<file path="src/rtl/rs_issue_scheduler.sv">
// Reservation-station allocation and oldest-ready issue select for an 8-entry station array.
// Per-entry operand tracking lives in rs_entry; the top does free-slot pick, age select and counting.

module rs_entry #(
    parameter int ENTRIES = 8,
    parameter int TAGW    = 6
) (
    input  logic               clk,
    input  logic               reset,
    input  logic               flush,
    input  logic               alloc,
    input  logic               retire,
    input  logic [TAGW-1:0]    dispTagA,
    input  logic               dispVa,
    input  logic [TAGW-1:0]    dispTagB,
    input  logic               dispVb,
    input  logic               cdbValid,
    input  logic [TAGW-1:0]    cdbTag,
    input  logic [ENTRIES-1:0] busyMask,
    input  logic [ENTRIES-1:0] colClear,
    output logic               busy,
    output logic               opA,
    output logic               opB,
    output logic [ENTRIES-1:0] olderRow
);
    logic [TAGW-1:0] tagA, tagB;
    logic            wakeA, wakeB, bypA, bypB;

    assign wakeA = cdbValid && (cdbTag == tagA);
    assign wakeB = cdbValid && (cdbTag == tagB);
    // a broadcast on the allocation edge would otherwise be missed forever
    assign bypA  = cdbValid && (cdbTag == dispTagA);
    assign bypB  = cdbValid && (cdbTag == dispTagB);

    always_ff @(posedge clk or negedge reset) begin
        if (!reset) begin
            busy     <= 1'b0;
            opA      <= 1'b0;
            opB      <= 1'b0;
            tagA     <= '0;
            tagB     <= '0;
            olderRow <= '0;
        end else if (flush) begin
            busy     <= 1'b0;
            opA      <= 1'b0;
            opB      <= 1'b0;
            olderRow <= '0;
        end else if (alloc) begin
            busy     <= 1'b1;
            tagA     <= dispTagA;
            tagB     <= dispTagB;
            opA      <= dispVa | bypA;
            opB      <= dispVb | bypB;
            olderRow <= busyMask & ~colClear;
        end else begin
            olderRow <= olderRow & ~colClear;
            if (retire)
                busy <= 1'b0;
            if (busy && !opA && wakeA)
                opA <= 1'b1;
            if (busy && !opB && wakeB)
                opB <= 1'b1;
        end
    end
endmodule

module rs_issue_scheduler #(
    parameter int ENTRIES = 8,
    parameter int IDXW    = 3,
    parameter int TAGW    = 6
) (
    input  logic               clk,
    input  logic               reset,
    input  logic               disp_valid,
    output logic               disp_ready,
    output logic [IDXW-1:0]    disp_idx,
    input  logic [TAGW-1:0]    disp_tag_a,
    input  logic               disp_va,
    input  logic [TAGW-1:0]    disp_tag_b,
    input  logic               disp_vb,
    input  logic               cdb_valid,
    input  logic [TAGW-1:0]    cdb_tag,
    output logic               issue_valid,
    output logic [IDXW-1:0]    issue_idx,
    input  logic               issue_ready,
    input  logic               flush,
    output logic [ENTRIES-1:0] busy_mask,
    output logic [IDXW:0]      free_count
);
    logic [ENTRIES-1:0]              busyV, vaV, vbV, readyV, grant;
    logic [ENTRIES-1:0]              issueCol, dispCol, colClear;
    logic [ENTRIES-1:0][ENTRIES-1:0] olderM;
    logic                            dispFire, issueFire;

    assign readyV    = busyV & vaV & vbV;
    assign dispFire  = disp_valid && disp_ready;
    assign issueFire = issue_valid && issue_ready;
    assign issueCol  = issueFire ? grant : '0;
    assign colClear  = issueCol | dispCol;

    genvar g;
    generate
        for (g = 0; g < ENTRIES; g++) begin : gEnt
            // ages are unique among busy entries, so at most one grant bit is set
            assign grant[g] = readyV[g] && ((olderM[g] & readyV) == '0);

            rs_entry #(.ENTRIES(ENTRIES), .TAGW(TAGW)) uEnt (
                .clk      (clk),
                .reset    (reset),
                .flush    (flush),
                .alloc    (dispCol[g]),
                .retire   (issueCol[g]),
                .dispTagA (disp_tag_a),
                .dispVa   (disp_va),
                .dispTagB (disp_tag_b),
                .dispVb   (disp_vb),
                .cdbValid (cdb_valid),
                .cdbTag   (cdb_tag),
                .busyMask (busyV),
                .colClear (colClear),
                .busy     (busyV[g]),
                .opA      (vaV[g]),
                .opB      (vbV[g]),
                .olderRow (olderM[g])
            );
        end
    endgenerate

    always_comb begin
        disp_idx   = '0;
        issue_idx  = '0;
        free_count = '0;
        dispCol    = '0;
        for (int i = ENTRIES - 1; i >= 0; i--)
            if (!busyV[i])
                disp_idx = IDXW'(i);
        for (int i = 0; i < ENTRIES; i++) begin
            if (grant[i])
                issue_idx = issue_idx | IDXW'(i);
            free_count = free_count + (IDXW + 1)'(!busyV[i]);
        end
        if (dispFire)
            dispCol[disp_idx] = 1'b1;
    end

    assign disp_ready  = !(&busyV);
    assign issue_valid = |readyV;
    assign busy_mask   = busyV;
endmodule

</file>
<file path="config.mk">
export PLATFORM = sky130hd
export DESIGN_NAME = rs_issue_scheduler
export DESIGN_NICKNAME = d
export VERILOG_FILES = /design/src/rtl/rs_issue_scheduler.sv
export SDC_FILE = /design/constraint.sdc
export NUM_CORES = 1
export LEC_CHECK = 0
export ABC_AREA = 0
export CAP_MARGIN = 20
export CORE_MARGIN = 2
export CORE_UTILIZATION = 39
export CTS_BUF_LIST = sky130_fd_sc_hd__clkbuf_8
export DETAILED_ROUTE_END_ITERATION = 10
export HOLD_SLACK_MARGIN = 0.06
export PLACE_DENSITY = 0.63
export SLEW_MARGIN = 20
export SYNTH_ARGS = -nofsm -noshare
export SYNTH_HDL_FRONTEND = slang
export SYNTH_SLANG_ARGS = --single-unit
</file>
<file path="constraint.sdc">
create_clock -name clk -period 3.4 [get_ports clk]
set_input_delay 0.51 -clock clk [delete_from_list [all_inputs] [get_ports clk]]
set_output_delay 0.51 -clock clk [all_outputs]
set_load 0.05 [all_outputs]
</file>
Word-level counts from Yosys, hierarchy flattened. Index checks and enable logic that the tools add are counted. Widths: inputs -> output; s select.

Add/subtract/negate cells: 7. Magnitude comparators: 2. Equality and inequality tests: 18. Muxes and demuxes: 107. Bitwise operators: 24. Reductions and logical operators: 128.

Operators with widths (number): $and 8x8->8 (19); $mux 8 (18); $eq 6x6->1 (18); $mux 1 (74); $reduce_bool 3->1 (24); $logic_not 8->1 (8); $logic_and 1x1->1 (61); $mux 3 (12); $logic_not 1->1 (25); $add 4x1->4 (4); $reduce_and 2->1 (8); $not 8->8 (1); $or 8x8->8 (1); $reduce_and 8->1 (1); $reduce_or 8->1 (1); $add 3x1->4 (1); $lt 3x4->1 const B (1); $mux 2 (2); $add 2x1->3 (1); $demux 1 s3 (1); $ge 3x1->1 const B (1); $add 1x1->2 (1); $or 1x1->1 (2); $not 1->1 (1).

Bits in registers: 184. Input bits: 26. Output and inout bits: 20. Logic and storage cells: 334.

Longest topological paths before layout.
Word-level depth: 18. Mapped depth: 10. Depth with buffers taken out: 9.

By module. A second synthesis with hierarchy kept.

Cell total of the unflattened synthesis: 939. Area total of the unflattened synthesis: 10576.4 um^2.

By module, submodules not included: rs_entry (times used 8, cells an instance 98, area each 1182.4 um^2, seq. area each 575.6 um^2); rs_issue_scheduler (times used 1, cells an instance 155, area each 1117.3 um^2, seq. area each 0.0 um^2).

Worst setup path after synthesis. Ideal clock, no wire load.

Path kind: reg2out. Start: register gEnt[3].uEnt.busy. End: output port free_count[2]. Arrival time: 3.413 ns. Path slack: -0.523 ns. Stages on the path, launching flop included: 10. Cells stage by stage: dfrtp_1 -> fa_1 -> inv_1 -> fa_1 -> inv_1 -> fa_1 -> inv_1 -> ha_1 -> fa_1 -> xor2_1.

Longest elaborated chain between the ends: 6.

RTL lines: start: declaration (RTL line 21) `output logic busy,`; start signal: assignment (RTL line 37) `busy <= 1'b0;`; start signal: assignment (RTL line 44) `busy <= 1'b0;`; start signal: assignment (RTL line 49) `busy <= 1'b1;`; $logic_not 1->1 (RTL line 140) `free_count = free_count + (IDXW + 1)'(!busyV[i]);`; $add 3x1->4 (RTL line 140); $add 4x1->4 (4 in series) (RTL line 140); end: declaration (RTL line 88) `output logic [IDXW:0] free_count`.

No other way between the ends.

Final worst setup path.
Start: register gEnt[2].uEnt.busy. End: output port free_count[2].

Longest elaborated chain between the ends: 7.

RTL lines (RTL line): start: declaration (21); start signal: assignment (37); start signal: assignment (44); start signal: assignment (49); $logic_not 1->1 (140); $add 2x1->3 (140); $add 3x1->4 (140); $add 4x1->4 (4 in series) (140).

No other way between the ends.

==> run metrics <==
Seq/Total Area, Yosys=0.4785; Fill cells=2308; Max-Cap Viols=0; Mapped Cells=864; type of the worst setup path=reg -> out; CP Max Fanout=2; H-tree depth=4; Critical Path End Type=output port; Synthesis Warnings=0; Post-Syn Nets=898; Pre-Repair DR Iteration Count=5; failing checks=setup timing; dpl cells=1208; Worst Hold Class=in -> reg; internal power=3.359 mW; all-layer global routing usage=0.2103; initial antenna violation count=0; RePlAce Congestion=0.8724; leak pwr=4.849 nW; IO Port Bufs=45; number of cells on the worst hold path=2; Comb pwr share=0.173; Crit path required time=2.89 ns; critical hold path startpoint=flush; status=complete, but fails checks; Worst Skew=0.01672 ns; Power, Total=4.805 mW; DRT antenna net count=0; Rows=57; share of cells above drive strength 1=0.2289; final hold violation count=0; sequential power share=0.509; drt drc=0; Synth async-reset ratio=1.000; shortest period the worst path allows=3.941 ns; number of global-route vias before repair=6915; Clock Pin Slew Worst Setup and Hold Paths=0.10 ns; Slew headroom=0.3622; CTS tree=yes; RSZ-0062 raised after global routing=yes; DRT iter0 DRCs=663; synth-to-layout area growth=14.25%; EDFF count, synth=0; Sink Count=184; Yosys cell types=63; final setup vio count=4; Max Root-Sink Buffers=2; CTS root buf=clkbuf_8; CP Data Arrival Time=3.43 ns; r2r setup slk=0.64 ns; FF-to-FF path depth=8; Die Y=161.1 um; sw power=1.446 mW; Avg Synthesized Cell Area=11.14 um^2; drt total wl=26.42 mm; most common cell after layout, fill and taps aside=dfrtp_1; WL/cell=21.18 um; worst-skew pair later-pin latency=0.48 ns; maximum vdd drop=258.2 uV; max-slew violations=0; Die ar.=25940 um^2; vias per cell=5.603; setup TNS=-1.518 ns; DIE WIDTH=161.1 um; boundary pin count=46; PwrDens=437.1 nW/um^2; Final Core Density=0.4534; Worst-Margin Slew=0.9547 ns; fin cells=1247; fin crit share=1.159; most frequent cells in the layout=183 x dfrtp_1, 76 x mux2_2, 58 x xor2_1, 56 x nand2_1, 51 x buf_4; largest net degree at the start of global routing=73; first-pass GRT wire length=41.75 mm; Final #Nets=943; flops & latches, synth=184; core area=24250 um^2; R2R Path End=gEnt[0].uEnt.olderRow[1]$_DFF_PN0_; R2R Path Start=gEnt[2].uEnt.busy$_DFFE_PN0P_; top_reg_cell synth=dfrtp_1; vias=6987; Sw Ratio=0.3010; Critical Path Start Type=flip-flop; upper clock frequency limit=253.8 MHz; Post-DP HPWL=18.69 mm; Hold EP=gEnt[4].uEnt.busy$_DFFE_PN0P_; GRT overflow=0; clock buffer count from CTS=17; post-route setup slack=-0.5409 ns; synthesized area=9622 um^2; Starting Density=0.3968; Clock Power Share=0.318
sequential cells by signal (all words and copies together) (netlist names):
name / cells
gEnt.uEnt.olderRow: 64
gEnt.uEnt.tagA: 48
gEnt.uEnt.tagB: 48
gEnt.uEnt.busy: 8
gEnt.uEnt.opA: 8
gEnt.uEnt.opB: 8
metrics by stage:
| stage | setup WS, ns | hold slack [ns] | area (um^2) |
|---|---|---|---|
| 2_1_floorplan | -0.04958 | 0.2144 | 9649 |
| 3_3_place_gp | -0.02728 | 0.4684 | 10500 |
| 3_5_place_dp | -0.06394 | 0.4778 | 10500 |
| 4_1_cts | -0.5692 | 0.4572 | 10970 |
| 5_1_grt | -0.6376 | 0.4764 | 10990 |
| 6_report | -0.5409 | 0.4833 | 10990 |
area by class of cell:
type / count / area [um^2] / share of cell area
well taps: 324 / 405.4 / 0.03688
multi-input cells: 586 / 4589 / 0.4175
flip-flops and latches: 184 / 4606 / 0.4190
diodes: 1 / 2.502 / 0.0002276
clock inverters: 15 / 178.9 / 0.01628
repair buffers: 96 / 887.1 / 0.08070
clock buffers: 17 / 234.0 / 0.02128
inverters: 24 / 90.09 / 0.008195
cells by family (layout without fill, tap and decap cells):
kind of cell / count (synthesis) / in the layout / synth area share
and+or+nand+nor: 251 / 251 / 0.1430
DFF: 184 / 184 / 0.4785
AOI/OAI and AO/OA: 121 / 121 / 0.09857
xor gates and xnor gates: 109 / 109 / 0.09922
muxes: 97 / 97 / 0.1173
buffers and inverters: 94 / 152 / 0.04980
adders and majority gates: 8 / 8 / 0.01352
other: 0 / 1 / 0
power by group through the flow:
| stage | combinational, mW | clock, mW | sequential (mW) |
|---|---|---|---|
| floorplan | 0.538 | 0 | 2.46 |
| global placement | 0.789 | 0 | 2.49 |
| detailed placement | 0.802 | 0 | 2.49 |
| CTS | 0.836 | 1.56 | 2.45 |
| global route | 0.896 | 1.65 | 2.47 |
| finish | 0.829 | 1.53 | 2.45 |
worst max path at each step:
stage,startpoint,end,slack [ns],cells after the start
4_1_cts,gEnt[2].uEnt.busy$_DFFE_PN0P_,free_count[2],-0.57,10
2_1_floorplan,gEnt[2].uEnt.busy$_DFFE_PN0P_,free_count[2],-0.05,9
3_3_place_gp,gEnt[2].uEnt.busy$_DFFE_PN0P_,free_count[2],-0.03,10
3_5_place_dp,gEnt[2].uEnt.busy$_DFFE_PN0P_,free_count[2],-0.06,10
5_1_grt,gEnt[2].uEnt.busy$_DFFE_PN0P_,free_count[2],-0.64,10
6_report,gEnt[2].uEnt.busy$_DFFE_PN0P_,free_count[2],-0.54,10
per-layer routing:
layer  up-vias  wire, um  global-route usage
li1       3140         -                   -
met1      3558     12180              0.2997
met2       240     11900              0.3194
met3        49      1515             0.04083
met4         0       814             0.07711
met5         -         0                   0
repair_timing:
item                       4_1_cts  5_1_grt
pin swaps                        1        1
hold buffers                     1        0
hold endpoints to repair         2        0
buffers inserted                 3        2
resized for setup                6        2
setup endpoints to repair        4        4
synth_stat cells, drive strengths merged (13+ instances only):
library cell / n / area (um^2)
nand2: 57 / 221.5
nor4: 18 / 142.6
nor3: 30 / 175.2
a211oi: 13 / 115.1
a21oi: 31 / 181.4
xnor2: 50 / 437.9
dfrtp: 184 / 4604
nor2: 49 / 216.5
clkbuf: 24 / 92.59
nand3: 17 / 85.08
o21a: 17 / 127.6
nand4: 35 / 219.0
mux2: 96 / 1119
xor2: 59 / 516.8
buf: 46 / 296.5
inv: 24 / 90.09
critical path, cell delays in order, from the launching register on:
cell	delay [ns]
dfrtp_1	0.41
fa_1	0.53
inv_1	0.05
fa_1	0.47
inv_1	0.05
fa_1	0.51
inv_2	0.05
ha_4	0.16
fa_2	0.38
xor2_4	0.20
buf_12	0.16
(Power assumes the default switching activity.)
